[config.mk]
export PLATFORM = sky130hd
export DESIGN_NAME = serial_tx_scheduler
export DESIGN_NICKNAME = d
export VERILOG_FILES = /design/src/rtl/serial_tx_scheduler.sv
export SDC_FILE = /design/constraint.sdc
export NUM_CORES = 1
export LEC_CHECK = 0
export ABC_AREA = 1
export CAP_MARGIN = 5
export CORE_AREA = 2 2 101 84
export CTS_CLUSTER_SIZE = 24
export DETAILED_ROUTE_END_ITERATION = 10
export DIE_AREA = 0 0 103 86
export GPL_ROUTABILITY_DRIVEN = 0
export GPL_TIMING_DRIVEN = 0
export PLACE_DENSITY = 0.75
export SLEW_MARGIN = 0
export SYNTH_ARGS = -nofsm -noshare
export SYNTH_HDL_FRONTEND = slang
export SYNTH_SLANG_ARGS = --single-unit
export TNS_END_PERCENT = 20
[constraint.sdc]
create_clock -name clk -period 3.3 [get_ports clk]
set_clock_uncertainty 0.05 [all_clocks]
set_input_delay 0.66 -clock clk [delete_from_list [all_inputs] [get_ports clk]]
set_output_delay 0.66 -clock clk [all_outputs]
set_load 0.05 [all_outputs]
[src/rtl/serial_tx_scheduler.sv]
// serial_tx_scheduler
//   Round-robin arbiter and frame generator in front of the multi-channel
//   serial transmitter. Up to four requesters post a payload, a bit length
//   and a port id. One requester is granted at a time. Its frame is sent on
//   ser_out as: start bit (0), 2-bit port id MSB first, LEN_W-bit length
//   MSB first, then L payload bits LSB first. The block then waits for
//   tx_done, or for a timeout of TMO cycles, before serving the next request.
//
//   Optional feature, selected by the macro PARITY_EN:
//     defined   - one even-parity bit (XOR of id, length and payload bits)
//                 is sent after the payload, before WAIT_DONE.
//     undefined - the frame ends after the payload.
//
//   The port-id field is 2 bits, so NCH must stay at 4.
//   DATA_W must be at least 2**LEN_W-1.

module serial_tx_scheduler #(
  parameter int NCH    = 4,
  parameter int LEN_W  = 4,
  parameter int DATA_W = 16,
  parameter int TMO    = 64
) (
  input  logic                  clk,
  input  logic                  rst,       // asynchronous, active low
  input  logic [NCH-1:0]        req,
  input  logic [NCH*LEN_W-1:0]  req_len,
  input  logic [NCH*DATA_W-1:0] req_data,
  input  logic                  tx_done,
  output logic [NCH-1:0]        grant,
  output logic                  ser_out,
  output logic                  busy,
  output logic [1:0]            cur_ch,
  output logic                  timeout
);

  // Width of the WAIT_DONE cycle counter: holds 0 .. TMO-1.
  localparam int TMO_W = (TMO > 1) ? $clog2(TMO) : 1;

  typedef enum logic [2:0] {
    ST_IDLE,
    ST_ARB,
    ST_START,
    ST_ID,
    ST_LEN,
    ST_DATA,
`ifdef PARITY_EN
    ST_PARITY,
`endif
    ST_WAIT
  } state_t;

  // State that follows the last payload bit (or the last length bit if L=0).
`ifdef PARITY_EN
  localparam state_t ST_AFTER_PAYLOAD = ST_PARITY;
`else
  localparam state_t ST_AFTER_PAYLOAD = ST_WAIT;
`endif

  // ---------------------------------------------------------------------
  // Registers
  // ---------------------------------------------------------------------
  state_t            r_state;
  logic [1:0]        r_ptr;       // round-robin search start
  logic [1:0]        r_cur_ch;    // id of the channel being served
  logic [LEN_W-1:0]  r_len;       // latched (clamped) payload length
  logic [LEN_W-1:0]  r_len_sh;    // length field, shifted out MSB first
  logic [LEN_W-1:0]  r_bit_cnt;   // down-counter for the ID/LEN/DATA fields
  logic [DATA_W-1:0] r_data;      // payload, shifted out LSB first
  logic [TMO_W-1:0]  r_wait_cnt;  // cycles spent in WAIT_DONE
  logic              r_timeout;
`ifdef PARITY_EN
  logic              r_parity;    // running XOR of id, length and payload bits
`endif

  // ---------------------------------------------------------------------
  // Combinational signals
  // ---------------------------------------------------------------------
  state_t            w_state_next;
  logic              w_found;
  logic [1:0]        w_win;
  logic [LEN_W-1:0]  w_sel_len;
  logic [LEN_W-1:0]  w_len_clamped;
  logic [DATA_W-1:0] w_sel_data;
  logic              w_cnt_zero;
  logic              w_wait_expired;
  logic              w_ser;

  // Round-robin search: first set req bit from r_ptr upward, wrapping 3->0.
  always_comb begin
    // NOTE: every variable written in a combinational block gets a default
    // first, so no path leaves it unassigned and no latch is inferred.
    w_found = 1'b0;
    w_win   = r_ptr;
    for (int k = 0; k < NCH; k++) begin
      if (!w_found && req[2'(r_ptr + 2'(k))]) begin
        w_found = 1'b1;
        w_win   = 2'(r_ptr + 2'(k));
      end
    end
  end

  // Slice the winner's length and payload; clamp the length to DATA_W.
  assign w_sel_len      = req_len[int'(w_win)*LEN_W +: LEN_W];
  assign w_sel_data     = req_data[int'(w_win)*DATA_W +: DATA_W];
  assign w_len_clamped  = (int'(w_sel_len) > DATA_W) ? LEN_W'(DATA_W) : w_sel_len;

  assign w_cnt_zero     = (r_bit_cnt == '0);
  assign w_wait_expired = (r_wait_cnt == TMO_W'(TMO - 1));

  // ---------------------------------------------------------------------
  // FSM process 1: state register
  // ---------------------------------------------------------------------
  always_ff @(posedge clk or negedge rst) begin
    // NOTE: sequential state is written with non-blocking assignments so all
    // registers update together from values sampled before the edge.
    if (!rst) begin
      r_state <= ST_IDLE;
    end else begin
      r_state <= w_state_next;
    end
  end

  // ---------------------------------------------------------------------
  // FSM process 2: next-state logic
  // ---------------------------------------------------------------------
  always_comb begin
    w_state_next = r_state;
    case (r_state)
      ST_IDLE:   if (|req) w_state_next = ST_ARB;
      // A request withdrawn during ARB returns to IDLE without a grant.
      ST_ARB:    w_state_next = w_found ? ST_START : ST_IDLE;
      ST_START:  w_state_next = ST_ID;
      ST_ID:     if (w_cnt_zero) w_state_next = ST_LEN;
      // A zero-length payload skips DATA entirely.
      ST_LEN:    if (w_cnt_zero) w_state_next = (r_len == '0) ? ST_AFTER_PAYLOAD : ST_DATA;
      ST_DATA:   if (w_cnt_zero) w_state_next = ST_AFTER_PAYLOAD;
`ifdef PARITY_EN
      ST_PARITY: w_state_next = ST_WAIT;
`endif
      ST_WAIT:   if (tx_done || w_wait_expired) w_state_next = ST_IDLE;
      default:   w_state_next = ST_IDLE;
    endcase
  end

  // ---------------------------------------------------------------------
  // FSM process 3: outputs decoded from the current state
  // ---------------------------------------------------------------------
  always_comb begin
    w_ser = 1'b1;
    grant = '0;
    case (r_state)
      ST_ARB:    if (w_found) grant[w_win] = 1'b1;
      ST_START:  w_ser = 1'b0;
      // r_bit_cnt is 1 for the id MSB and 0 for the id LSB.
      ST_ID:     w_ser = r_bit_cnt[0] ? r_cur_ch[1] : r_cur_ch[0];
      ST_LEN:    w_ser = r_len_sh[LEN_W-1];
      ST_DATA:   w_ser = r_data[0];
`ifdef PARITY_EN
      ST_PARITY: w_ser = r_parity;
`endif
      default:   w_ser = 1'b1;
    endcase
  end

  assign ser_out = w_ser;
  assign busy    = (r_state != ST_IDLE);
  assign cur_ch  = r_cur_ch;
  assign timeout = r_timeout;

  // ---------------------------------------------------------------------
  // Datapath: latch the winner, step the field counters, shift the fields
  // out, time WAIT_DONE.
  // ---------------------------------------------------------------------
  always_ff @(posedge clk or negedge rst) begin
    // NOTE: every register here, including the latched payload, is cleared
    // by reset, so a frame cut short by reset cannot leak into a later one.
    if (!rst) begin
      r_ptr      <= '0;
      r_cur_ch   <= '0;
      r_len      <= '0;
      r_len_sh   <= '0;
      r_bit_cnt  <= '0;
      r_data     <= '0;
      r_wait_cnt <= '0;
      r_timeout  <= 1'b0;
`ifdef PARITY_EN
      r_parity   <= 1'b0;
`endif
    end else begin
      r_timeout  <= 1'b0;
      r_wait_cnt <= '0;
      case (r_state)
        ST_ARB: begin
          if (w_found) begin
            r_len    <= w_len_clamped;
            r_len_sh <= w_len_clamped;
            r_data   <= w_sel_data;
            r_cur_ch <= w_win;
            r_ptr    <= w_win + 2'd1;
          end
        end
        ST_START: begin
          r_bit_cnt <= LEN_W'(1);
`ifdef PARITY_EN
          r_parity  <= 1'b0;
`endif
        end
        ST_ID: begin
          r_bit_cnt <= w_cnt_zero ? LEN_W'(LEN_W - 1) : r_bit_cnt - LEN_W'(1);
`ifdef PARITY_EN
          r_parity  <= r_parity ^ w_ser;
`endif
        end
        ST_LEN: begin
          r_len_sh  <= r_len_sh << 1;
          // On the last length bit, load the payload count (unused if L=0).
          r_bit_cnt <= w_cnt_zero ? r_len - LEN_W'(1) : r_bit_cnt - LEN_W'(1);
`ifdef PARITY_EN
          r_parity  <= r_parity ^ w_ser;
`endif
        end
        ST_DATA: begin
          r_data <= r_data >> 1;
          if (!w_cnt_zero) begin
            r_bit_cnt <= r_bit_cnt - LEN_W'(1);
          end
`ifdef PARITY_EN
          r_parity <= r_parity ^ w_ser;
`endif
        end
        ST_WAIT: begin
          r_wait_cnt <= r_wait_cnt + TMO_W'(1);
          // tx_done arriving on the last allowed cycle wins over the timeout.
          if (w_wait_expired && !tx_done) begin
            r_timeout <= 1'b1;
          end
        end
        default: begin
        end
      endcase
    end
  end

endmodule

==> results of run 1 <==
worst min-delay path by stage:
stage / start / to / slack, ns / depth (start not counted)
finish: rst / r_bit_cnt[2] / 0.28 / 1
global route: rst / r_bit_cnt[2] / 0.31 / 1
detailed placement: r_wait_cnt[0] / r_wait_cnt[0] / 0.41 / 1
global placement: r_wait_cnt[0] / r_wait_cnt[0] / 0.40 / 1
CTS: rst / r_data[3] / 0.29 / 1
floorplan: rst / cur_ch[0] / 0.31 / 0
cell usage after synthesis, drive strengths merged:
library cell  count  area, um^2
o21ai            19        95.1
nand2           191         742
nor3              5        25.0
o211ai            3        22.5
clkinv            2        7.51
and3              1        6.26
ha                5        62.6
nor3b             1        7.51
a22oi             1        7.51
buf              22         136
clkbuf            2        7.51
nand4             5        46.3
inv             111         419
a211o             1        8.76
nor2             21        81.3
xnor2             2        17.5
a21oi             7        35.0
dfrtp            42        1050
nand3           104         536
o22ai            17         106
o21a              1        7.51
critical path: cells and delay by family (launching register included):
family | cells | cell delay, ns
buffers and inverters | 5 | 0.67
DFF | 1 | 0.37
and+or+nand+nor | 9 | 0.99
power by group:
group / internal (mW) / total [mW] / switching [mW]
registers: 0.740 / 0.851 / 0.111
logic: 1.24 / 3.49 / 2.25
clock network: 0.323 / 0.501 / 0.178
total: 2.30 / 4.84 / 2.54
cell families after synthesis:
family | share of synthesized area
flops | 0.307
xor+xnor | 0.00511
buf+inv | 0.166
compound gates | 0.0825
fa+ha+maj | 0.0182
simple gates | 0.421
state kept, by name, summed over array words and instances (netlist names):
name and count:
r_ptr 2, r_bit_cnt 4, r_state 3, r_data 16, r_len_sh 4, r_len 4
cur_ch 2, r_wait_cnt 6, timeout 1
per-stage QoR:
| step | hold WS [ns] | instances | util |
|---|---|---|---|
| floorplan | 0.314 | 563 | - |
| global placement | 0.398 | 766 | 0.581 |
| detailed placement | 0.413 | 767 | 0.584 |
| CTS | 0.294 | 776 | 0.603 |
| global route | 0.307 | 777 | 0.608 |
| finish | 0.278 | 777 | 0.608 |
what timing repair did:
item,in CTS,in global routing
pin swaps,1,2
resized for setup,26,17
endpoints found under the setup margin,5,5
gates cloned,0,0
hold endpoints to repair,0,0
buffers inserted,1,1
per-layer routing:
| layer | wire (um) | GRT usage | up-vias |
|---|---|---|---|
| met5 | 0 | 0 | - |
| met4 | 155 | 0.0562 | 0 |
| met3 | 656 | 0.0399 | 17 |
| met2 | 4460 | 0.375 | 149 |
| met1 | 4470 | 0.320 | 1735 |
| li1 | - | - | 1968 |
cell type report:
class / count / area [um^2] / share of cell area
well taps: 108 / 135 / 0.0286
repair buffers: 98 / 991 / 0.210
inverters: 113 / 429 / 0.0909
clock buffers: 6 / 82.6 / 0.0175
multi-input cells: 384 / 1820 / 0.385
clock inverters: 2 / 60.1 / 0.0127
plain buffers: 24 / 153 / 0.0323
flip-flops and latches: 42 / 1050 / 0.223
==> results.toml, run 1 <==
[die]
die_y_um = 86
ioPinCount = 96
dieArea_um2 = 8860
rows = 29
initial_core_util = 0.442
core_um2 = 7760
die_x_um = 103

[sta]
timing.final.crit_period_ns = 3.03
setup-tns-final_ns = 0
hold_viol = 0
worst_slew_margin_rel = 0.654
setup_viol = 0
fin_ws_ns = 0.267
worst_slew_pin_slew_ns = 0.519
rsz0062_at_grt = "no"
period_share = 0.919
fmax_mhz = 330
report.final.slew_viol_count = 0

[final_layout]
nets = 760
fillers = 718
stdcell_area_um2 = 4720
layout_common_cells = "nand2_1, inv_1, nand3_1"
drive_gt1_frac = 0.0852
diodes = 0
final_common_cell = "nand2_1"
synthToLayoutAreaGrowth_pct = 37.7

[synthesis]
yosysSeqAreaShare = 0.307
synth_cells = 563
synth.net_count = 655
ys_warn_count = 0
ys_seq_elements = 42
synth.distinct_cells = 31
synth_area_um2 = 3430
avgSynthCellArea_um2 = 6.09

[drt]
drt-wirelength-per-cell_um = 12.5
vias_per_cell = 4.98
firstDrtPassIters = 5
drc = 0
dr.first_iter.drc_count = 270
ant_nets = 0
wl_um = 9740
num_vias = 3869

[clock_tree]
insertion_delay_ns = 0.30
h-tree-depth = 2
cts_buffers = 5
ctsRootBufferMaster = "clkbuf_8"
path_clk_slew_ns = 0.08
cts_hold_buf = 0
clkSinkCount = 42
clk_path_buf_depth = 2
cts_tree = "built"

[setup_path]
start_kind = "flop"
r2r_start = "r_ptr[1]"
required_ns = 2.59
arrival_ns = 2.32
critPathMaxFanout = 10
r2r_end = "r_len_sh[1]"
crit_start = "r_ptr[1]"
worstSetupEndpoint = "grant[3]"
path_class = "flop to output port"
cpMaxStageDelayCell = "dfrtp_1"
cp_cell_sequence = "buf_4, inv_4, nand2_1, nand2_1, nand2_1, nand2_1, nand4_4, clkinv_1, nand2_1, nand2_2, buf_6, nand2_1, nor2_2, buf_6"
path_common_cell = "nand2_1"
cpPeakStageDelay_ns = 0.37
worst_setup_path_end_kind = "output port"
r2r_slack_ns = 1.14
worstRegToRegCells = 16

[global_routing]
overflow = 0
grt_pass1_wl_um = 16500
grt_usage = 0.231
antenna_found_initial = 0
grt_max_degree = 23
grt_pass1_vias = 3672

[power]
p_leak_nw = 2.56
ir_drop_uv = 514
finalPower_mw = 4.84
power.density_nw_per_um2 = 1030

[placement]
dp_hpwl_um = 7870
placed_cell_area_um2 = 4540
place_ws_ns = -0.777
portBuffers = 95

[run]
maxCapViolCount = 0

[outcome]
status = "complete, no violations"

[min_path]
hold_path.class = "input port to async pin"
Note: power is estimated with default switching activity, not from simulation.
==> run 2, diff against run 1 <==
--- a/config.mk
+++ b/config.mk
@@ -14,6 +14,7 @@
 export GPL_ROUTABILITY_DRIVEN = 0
 export GPL_TIMING_DRIVEN = 0
 export PLACE_DENSITY = 0.75
+export REMOVE_ABC_BUFFERS = 1
 export SLEW_MARGIN = 0
 export SYNTH_ARGS = -nofsm -noshare
 export SYNTH_HDL_FRONTEND = slang
==> results.toml, run 2 (synthesis gave the netlist of run 1 again) <==
[outcome]
status = "complete, no violations"

[final_layout]
stdcell_area_um2 = 4790
regMostFlops = "r_data"
largestRegisters = "r_data: 16 flops, r_wait_cnt: 6 flops"
final_cell_count_no_fill = 773
largest_reg_flops = 16
diodes = 0
final_common_cell = "nand2_1"
nets = 756
drive_gt1_frac = 0.0992
synthToLayoutAreaGrowth_pct = 39.7
layout_common_cells = "nand2_1, inv_1, nand3_1"

[drt]
num_vias = 3983
drc = 0
ant_nets = 0
vias_per_cell = 5.15
wl_um = 10900
dr.first_iter.drc_count = 235
drt-wirelength-per-cell_um = 14.1
firstDrtPassIters = 5

[die]
die_y_um = 86
initial_core_util = 0.442
die_x_um = 103
dieArea_um2 = 8860
core_um2 = 7760
rows = 29
ioPinCount = 96

[global_routing]
overflow = 0
grt_max_degree = 41
antenna_found_initial = 0
grt_pass1_wl_um = 17600
grt_util_met2 = 0.426
top_usage_layer = "met2"
grt.met3_usage = 0.0473
grt_util_met1 = 0.349
grt_pass1_vias = 3729
grt_usage = 0.257

[power]
power.density_nw_per_um2 = 1060
combPwrFrac = 0.758
p_sw_frac = 0.568
clkPwrFrac = 0.069
intPower_mw = 2.18
p_leak_nw = 2.53
finalPower_mw = 5.06
seqPwrFrac = 0.174
ir_drop_uv = 554
switchingPower_mw = 2.88

[clock_tree]
h-tree-depth = 2
cts_hold_buf = 0
cts_buffers = 5
clk_path_buf_depth = 2
clkSinkCount = 42
path_clk_slew_ns = 0.08
cts_tree = "built"
insertion_delay_ns = 0.30
ctsRootBufferMaster = "clkbuf_8"

[sta]
hold_viol = 0
worst_slew_pin_slew_ns = 0.497
report.final.slew_viol_count = 0
period_share = 0.992
setup_viol = 0
rsz0062_at_grt = "yes"
worst_slew_margin_rel = 0.668
fin_ws_ns = 0.0266
fmax_mhz = 305
timing.final.crit_period_ns = 3.27

[placement]
portBuffers = 95
dp_hpwl_um = 6990
place_inst = 743
place_ws_ns = -1.74
placed_cell_area_um2 = 4390

[setup_path]
crit_family = "simple AND/OR/NAND/NOR gates"
critPathMaxFanout = 11
arrival_ns = 2.56
cpPeakStageDelay_ns = 0.47
worst_setup_path_end_kind = "output port"
start_kind = "input port"
path_common_cell = "nand2_1"
required_ns = 2.59
critPathBufInv = 3
path_class = "input port to output port"
cp_cell_sequence = "clkdlybuf4s50_1, nand2_1, nand2_1, nand2_1, nand2_4, nor2_4, nand4_1, buf_4, nand2_8, nand2_2, nor2_2, buf_6"
cpMaxStageDelayCell = "clkdlybuf4s50_1"

[min_path]
hold_path.class = "input port to async pin"

[run]
maxCapViolCount = 0
==> run 2: path summary, 6_finish.rpt <==
check | from | end | slack [ns] | cells past startpoint
max in group asynchronous | rst | r_data[0] | 2.68 | 2
min in group clk | r_wait_cnt[0] | r_wait_cnt[0] | 0.43 | 1
hold / removal | rst | r_ptr[1] | 0.1 | 1
hold reg to reg | r_wait_cnt[0] | r_wait_cnt[0] | 0.43 | 1
setup / recovery | req[0] | grant[2] | 0.03 | 12
setup reg to reg | r_ptr[0] | r_ptr[1] | 0.79 | 15
==> run 2: power groups by stage <==
stage	sequential, mW	clock (mW)	combinational (mW)
6_report	0.878	0.348	3.83
5_1_grt	0.901	0.375	4.24
4_1_cts	0.890	0.356	3.59
3_5_place_dp	0.894	0	3.10
3_3_place_gp	0.886	0	3.02
2_1_floorplan	0.898	0	2.23
==> run 2: final cells by class <==
cell class	count	area, um^2
fill	745	2980
inverter	113	440
multi-input combinational	390	1980
clock inverter	1	5.00
sequential	42	1050
timing repair inverter	1	6.26
clock buffer	7	86.3
timing repair buffer	111	1080
tap	108	135
==> run 2: layer usage <==
metal / vias up / wire length [um]
li1: 1980 / -
met1: 1824 / 4830
met5: - / 0
met3: 7 / 786
met2: 172 / 5190
met4: 0 / 99
==> run 2: timing repair <==
action                     4_1_cts  5_1_grt
pin swaps                        8        6
cloned                           7        0
setup buffers                   10        5
setup endpoints to repair       30        5
resized for setup               52       11
==> run 2: per-stage QoR <==
stage	util	setup TNS (ns)	hold WS [ns]
3_5_place_dp	0.565	-18.23	0.416
2_1_floorplan	-	-0.749	0.314
4_1_cts	0.607	0	0.0918
3_3_place_gp	0.563	-15.63	0.397
6_report	0.617	0	0.0998
5_1_grt	0.617	-0.144	0.0975
==> RTL change 1, RTL diff (config.mk and constraints of run 2) <==
Register the output `timeout` once more, cleared by the reset; this adds one clock of latency there. The other outputs are not delayed to match. Comments in the files are not updated.
--- a/src/rtl/serial_tx_scheduler.sv
+++ b/src/rtl/serial_tx_scheduler.sv
@@ -165,7 +165,13 @@
   assign ser_out = w_ser;
   assign busy    = (r_state != ST_IDLE);
   assign cur_ch  = r_cur_ch;
-  assign timeout = r_timeout;
+  always_ff @(posedge clk or negedge rst) begin
+    if (!rst) begin
+      timeout <= '0;
+    end else begin
+      timeout <= r_timeout;
+    end
+  end
 
   // ---------------------------------------------------------------------
   // Datapath: latch the winner, step the field counters, shift the fields
Function: same outputs for any inputs over 10 cycles, from zero or initial values and one cycle with rst low; that may be too few to reach the edited logic, so the function may still have changed.
==> RTL change 1 against run 2 <==
  * Sequential cell count grew 1
  * Synthesized area up 0.73%
  * Die area stayed put
  * Largest power group unchanged
  * Final area is 1.8% higher
  * Total power grew 2.1%
  * Critical endpoint is now grant[0]
  * Wire length shrank 0.46%
  * Final cell count rose by 0.26%
  * Worst setup slack better by 12 ps
==> RTL change 1: results (changes against run 2) <==
First-pass GRT wire length - 16.8 mm (was 17.6 mm)
Yosys warning total - 0 (unchanged)
H-tree levels - 2 (unchanged)
DP Area - 4410 um2 (was 4390 um2)
Status - completed (unchanged)
Final hold slack - 233 ps (was 99.8 ps)
Biggest regs - r_data: 16 flops, r_wait_cnt: 6 flops (unchanged)
Total Routed Length - 10.9 mm (about the same)
Worst reg2reg path depth - 13 (was 15)
DRT iter0 DRCs - 289 (was 235)
LEAKAGE - 2.56 nW (was 2.53 nW)
Gr usage total - 23.6% (was 25.7%)
Register area share after synthesis - 31.2% (was 30.7%)
Vias - 4056 (was 3983)
Nets - 758 (was 756)
Total net switching power - 2.90 mW (was 2.88 mW)
Layout cell share with drive strength beyond 1 - 10.6% (was 9.92%)
CTS Buf Count - 5 (unchanged)
Worst Tran Pin Value - 500 ps (was 497 ps)
VDD IR-drop max - 0.520 mV (was 0.554 mV)
Top cells by area, synth - dfrtp_1 31%, nand2_1 20%, nand3_1 15% (unchanged)
Hpwl dp - 7.21 mm (was 6.99 mm)
Worst reg-to-reg setup slack - 970 ps (was 790 ps)
WP data arrival - 2550 ps (was 2560 ps)
Logic pwr share - 74.6% (was 75.8%)
Initial DRT Pass Iterations - 5 (unchanged)
Largest net degree at the start of global routing - 29 (was 41)
R2R Path Start - r_ptr[1]$_DFFE_PN0P_ (was r_ptr[0]$_DFFE_PN0P_)
Crit-path max cell delay - 510 ps (was 470 ps)
Number of global-route vias before repair - 3770 (was 3729)
Worst R2R End - r_data[2]$_DFFE_PN0P_ (was r_ptr[1]$_DFFE_PN0P_)
==> RTL change 1: power groups by stage <==
stage | Clock [mW] | Sequential [mW] | Combinational, mW
floorplan | 0 | 0.911 | 2.23
global placement | 0 | 0.899 | 2.98
detailed placement | 0 | 0.906 | 3.08
CTS | 0.427 | 0.901 | 3.38
global route | 0.444 | 0.912 | 4.25
finish | 0.420 | 0.890 | 3.85
==> RTL change 1: final cells by class <==
type | count | area (um2)
inverters | 113 | 437
clock buffers | 5 | 68.8
fillers | 701 | 2890
repair buffers | 111 | 1090
multi-input cells | 392 | 2020
well taps | 108 | 135
clock inverters | 3 | 43.8
flip-flops and latches | 43 | 1080
==> RTL change 1: timing repair <==
| item | in CTS | in global routing |
|---|---|---|
| resized for setup | 42 | 31 |
| setup buffers | 7 | 8 |
| setup endpoints to repair | 30 | 5 |
| pin swaps | 5 | 7 |
| gates cloned | 4 | 4 |
==> RTL change 1: cells by family (layout without fill, tap and decap cells) <==
logic type,after synthesis,after routing,share of synthesized area [%]
flip-flops,43,43,31.2
AO/OA/AOI/OAI,49,49,8.19
adder cells (fa/ha/maj),5,5,1.81
XOR/XNOR,2,2,0.507
buffers and inverters,137,232,16.5
AND/OR/NAND/NOR,328,336,41.8
==> RTL change 1: routing by layer <==
metal	up-vias	part of all wire [%]	global-route usage [%]
met2	193	45	37.5
met3	21	8.6	5.46
met1	1853	44	32.3
met4	0	1.7	6.70
met5	-	0	0
li1	1989	-	-
==> RTL change 1: worst max-delay path, delay by kind of cell <==
kind,cells,cell delay [ps]
buffers and inverters,3,840
and+or+nand+nor,8,1050
==> RTL change 1: worst max path at each step <==
stage / from / endpoint / slack (ps) / depth (start not counted)
after floorplan: r_ptr[0]$_DFFE_PN0P_ / grant[2] / -350 / 10
after global placement: req[2] / grant[1] / -1570 / 10
after detailed placement: req[2] / grant[1] / -1720 / 10
after CTS: req[2] / grant[1] / -180 / 12
after global routing: req[3] / grant[0] / -40 / 11
final: req[3] / grant[0] / 40 / 11
==> RTL change 1: through the flow <==
stage	util (%)	setup slack (ps)	cells	total power, mW	TNS, ps
global placement	56.6	-1570	743	3.88	-13440
finish	62.8	38.8	775	5.16	0
CTS	60.2	-178	763	4.71	-258
global route	62.8	-42.1	775	5.60	-130
detailed placement	56.8	-1720	744	3.99	-18260
floorplan	-	-352	540	3.14	-749
==> RTL change 2, RTL diff (flow settings as in run 2) <==
Made on the original files. The option `PARITY_EN` is turned on by a define.
--- a/src/rtl/serial_tx_scheduler.sv
+++ b/src/rtl/serial_tx_scheduler.sv
@@ -13,6 +13,8 @@
 //
 //   The port-id field is 2 bits, so NCH must stay at 4.
 //   DATA_W must be at least 2**LEN_W-1.
+
+`define PARITY_EN
 
 module serial_tx_scheduler #(
   parameter int NCH    = 4,
Formal check against the unedited RTL: not equivalent (Yosys sat finds a counterexample within 10 cycles, from zero or initial values and one cycle with rst low).
==> RTL change 2 against run 2 <==
  * Critical path depth is the same
  * Worst setup slack gained 39 ps
  * Sequential cell count grew 1
  * Register-to-register slack lost 60 ps
  * Wire length grew 6.6%
  * Synthesized area grew 2.1%
  * Total power grew 1.8%
  * Sequential power grew 3.0%
  * Final area grew 2.6%
  * Core utilization grew 1.6 points
  * Synthesized cell count grew 1.6%
  * Count of clock-buffer cells in the layout shrank 1
  * Maximum frequency grew 1.2%
==> RTL change 2: results (changes against run 2) <==
Post-cts sizing count - 53 (was 52)
Clock group power - 341 uW (was 348 uW)
Largest net degree at the start of global routing - 34 (was 41)
Status - completed (unchanged)
Kind of cell adding the most delay to the critical path - simple AND/OR/NAND/NOR gates (unchanged)
Max FO, Critical Path - 11 (unchanged)
Crit-path max cell delay - 520 ps (was 470 ps)
R2R Path Start - r_ptr[0]$_DFFE_PN0P_ (unchanged)
Top cells by area, synth - dfrtp_1 31%, nand2_1 20%, nand3_1 14% (was dfrtp_1 31%, nand2_1 20%, nand3_1 15%)
DRT iter0 DRCs - 323 (was 235)
Number of global-route vias before repair - 3961 (was 3729)
Nets - 770 (was 756)
Clock slew at reported path FFs - 80 ps (about the same)
Crit. Startpoint - req[2] (was req[0])
Layout cell share with drive strength beyond 1 - 11.1% (was 9.92%)
Clk Latency, worst-skew pair - 300 ps (about the same)
Max Cap Violations - 0 (unchanged)
Register area share after synthesis - 30.7% (about the same)
Ant diodes - 0 (unchanged)
Gr usage total - 25.9% (was 25.7%)
Initial DRT Pass Iterations - 4 (was 5)
Vias per Instance - 5.24 (was 5.15)
Fraction of registers with async set/reset - 100% (unchanged)
Initial antenna violation count - 0 (unchanged)
Unique masters post-synth - 31 (unchanged)
First-pass GRT wire length - 17.9 mm (was 17.6 mm)
WP data arrival - 2520 ps (was 2560 ps)
Total Routed Length - 11.6 mm (was 10.9 mm)
Sw Ratio - 57.0% (was 56.8%)
CTS Buf Count - 5 (unchanged)
Worst reg2reg path depth - 14 (was 15)
Root Driver - clkbuf_8 (unchanged)
Worst reg-to-reg setup slack - 730 ps (was 790 ps)
Biggest regs - r_data: 16 flops, r_wait_cnt: 6 flops (unchanged)
VDD IR-drop max - 0.433 mV (was 0.554 mV)
Critical-path top delay cell - clkdlybuf4s50_1 (unchanged)
Hpwl dp - 7.36 mm (was 6.99 mm)
Ys flop type - dfrtp_1 (unchanged)
Most frequent cells after synthesis - 185 x nand2_1, 104 x inv_1, 99 x nand3_1, 43 x dfrtp_1, 27 x nor2_1 (was 183 x nand2_1, 108 x inv_1, 101 x nand3_1, 42 x dfrtp_1, 20 x nor2_1)
Capture point of the worst path - grant[0] (was grant[2])
Buffer count from post-CTS setup fixing - 8 (was 10)
Worst R2R End - r_data[9]$_DFFE_PN0P_ (was r_ptr[1]$_DFFE_PN0P_)
DP Area - 4450 um2 (was 4390 um2)
H-tree levels - 2 (unchanged)
Hold crit path type - in2async (unchanged)
LEAKAGE - 2.58 nW (was 2.53 nW)
Clock buffer depth - 2 (unchanged)
Sequential cell fraction of total power - 17.6% (was 17.4%)
# port buffers - 95 (unchanged)
Worst Tran Pin Value - 490 ps (was 497 ps)
Yosys warning total - 0 (unchanged)
Final hold slack - 182 ps (was 99.8 ps)
[RTL change 2: cell count changes after synthesis, sizes merged, moves of 2 or more]
cell and change:
o211ai -2, nor2 +6, xor2 +2, o21ai -3, nand2 +3, nor3 +2
nand3 -2, nand4 +2
[RTL change 2: stage by stage]
step	power (mW)	std cells	setup WS (ps)
floorplan	3.10	549	-384
global placement	3.89	752	-1650
detailed placement	3.98	753	-1770
CTS	4.74	773	14.5
global route	5.57	786	-33.7
finish	5.15	786	66.0
[RTL change 2: worst register-to-register path, delay by kind of cell (launching register included)]
family / cells / cell delay (ps)
DFF: 1 / 560
buffers and inverters: 3 / 480
and+or+nand+nor: 11 / 1420
[RTL change 2: metal layers]
metal  share of wire [%]  vias to the layer above  track usage [%]
li1                    -                     2019                -
met1                  41                     1855             33.2
met2                  46                      213             41.9
met3                 9.3                       33             6.52
met4                 2.8                        0             9.93
met5                   0                        -                0
[RTL change 2: final cells by class]
| type | count | area, um2 |
|---|---|---|
| Inverter | 111 | 424 |
| Clock inverter | 1 | 5.00 |
| Timing Repair Buffer | 115 | 1140 |
| Sequential cell | 43 | 1080 |
| Fill cell | 710 | 2850 |
| Tap cell | 108 | 135 |
| Multi-Input combinational cell | 402 | 2050 |
| Clock buffer | 6 | 82.6 |
[RTL change 2: cell families (layout without fill, tap and decap cells)]
| kind of cell | Yosys count | after routing | synth area share [%] |
|---|---|---|---|
| AO/OA/AOI/OAI | 46 | 46 | 7.58 |
| XOR/XNOR | 4 | 4 | 1.00 |
| adder cells (fa/ha/maj) | 5 | 5 | 1.79 |
| buffers and inverters | 134 | 233 | 16.2 |
| flip-flops | 43 | 43 | 30.7 |
| AND/OR/NAND/NOR | 340 | 347 | 42.7 |
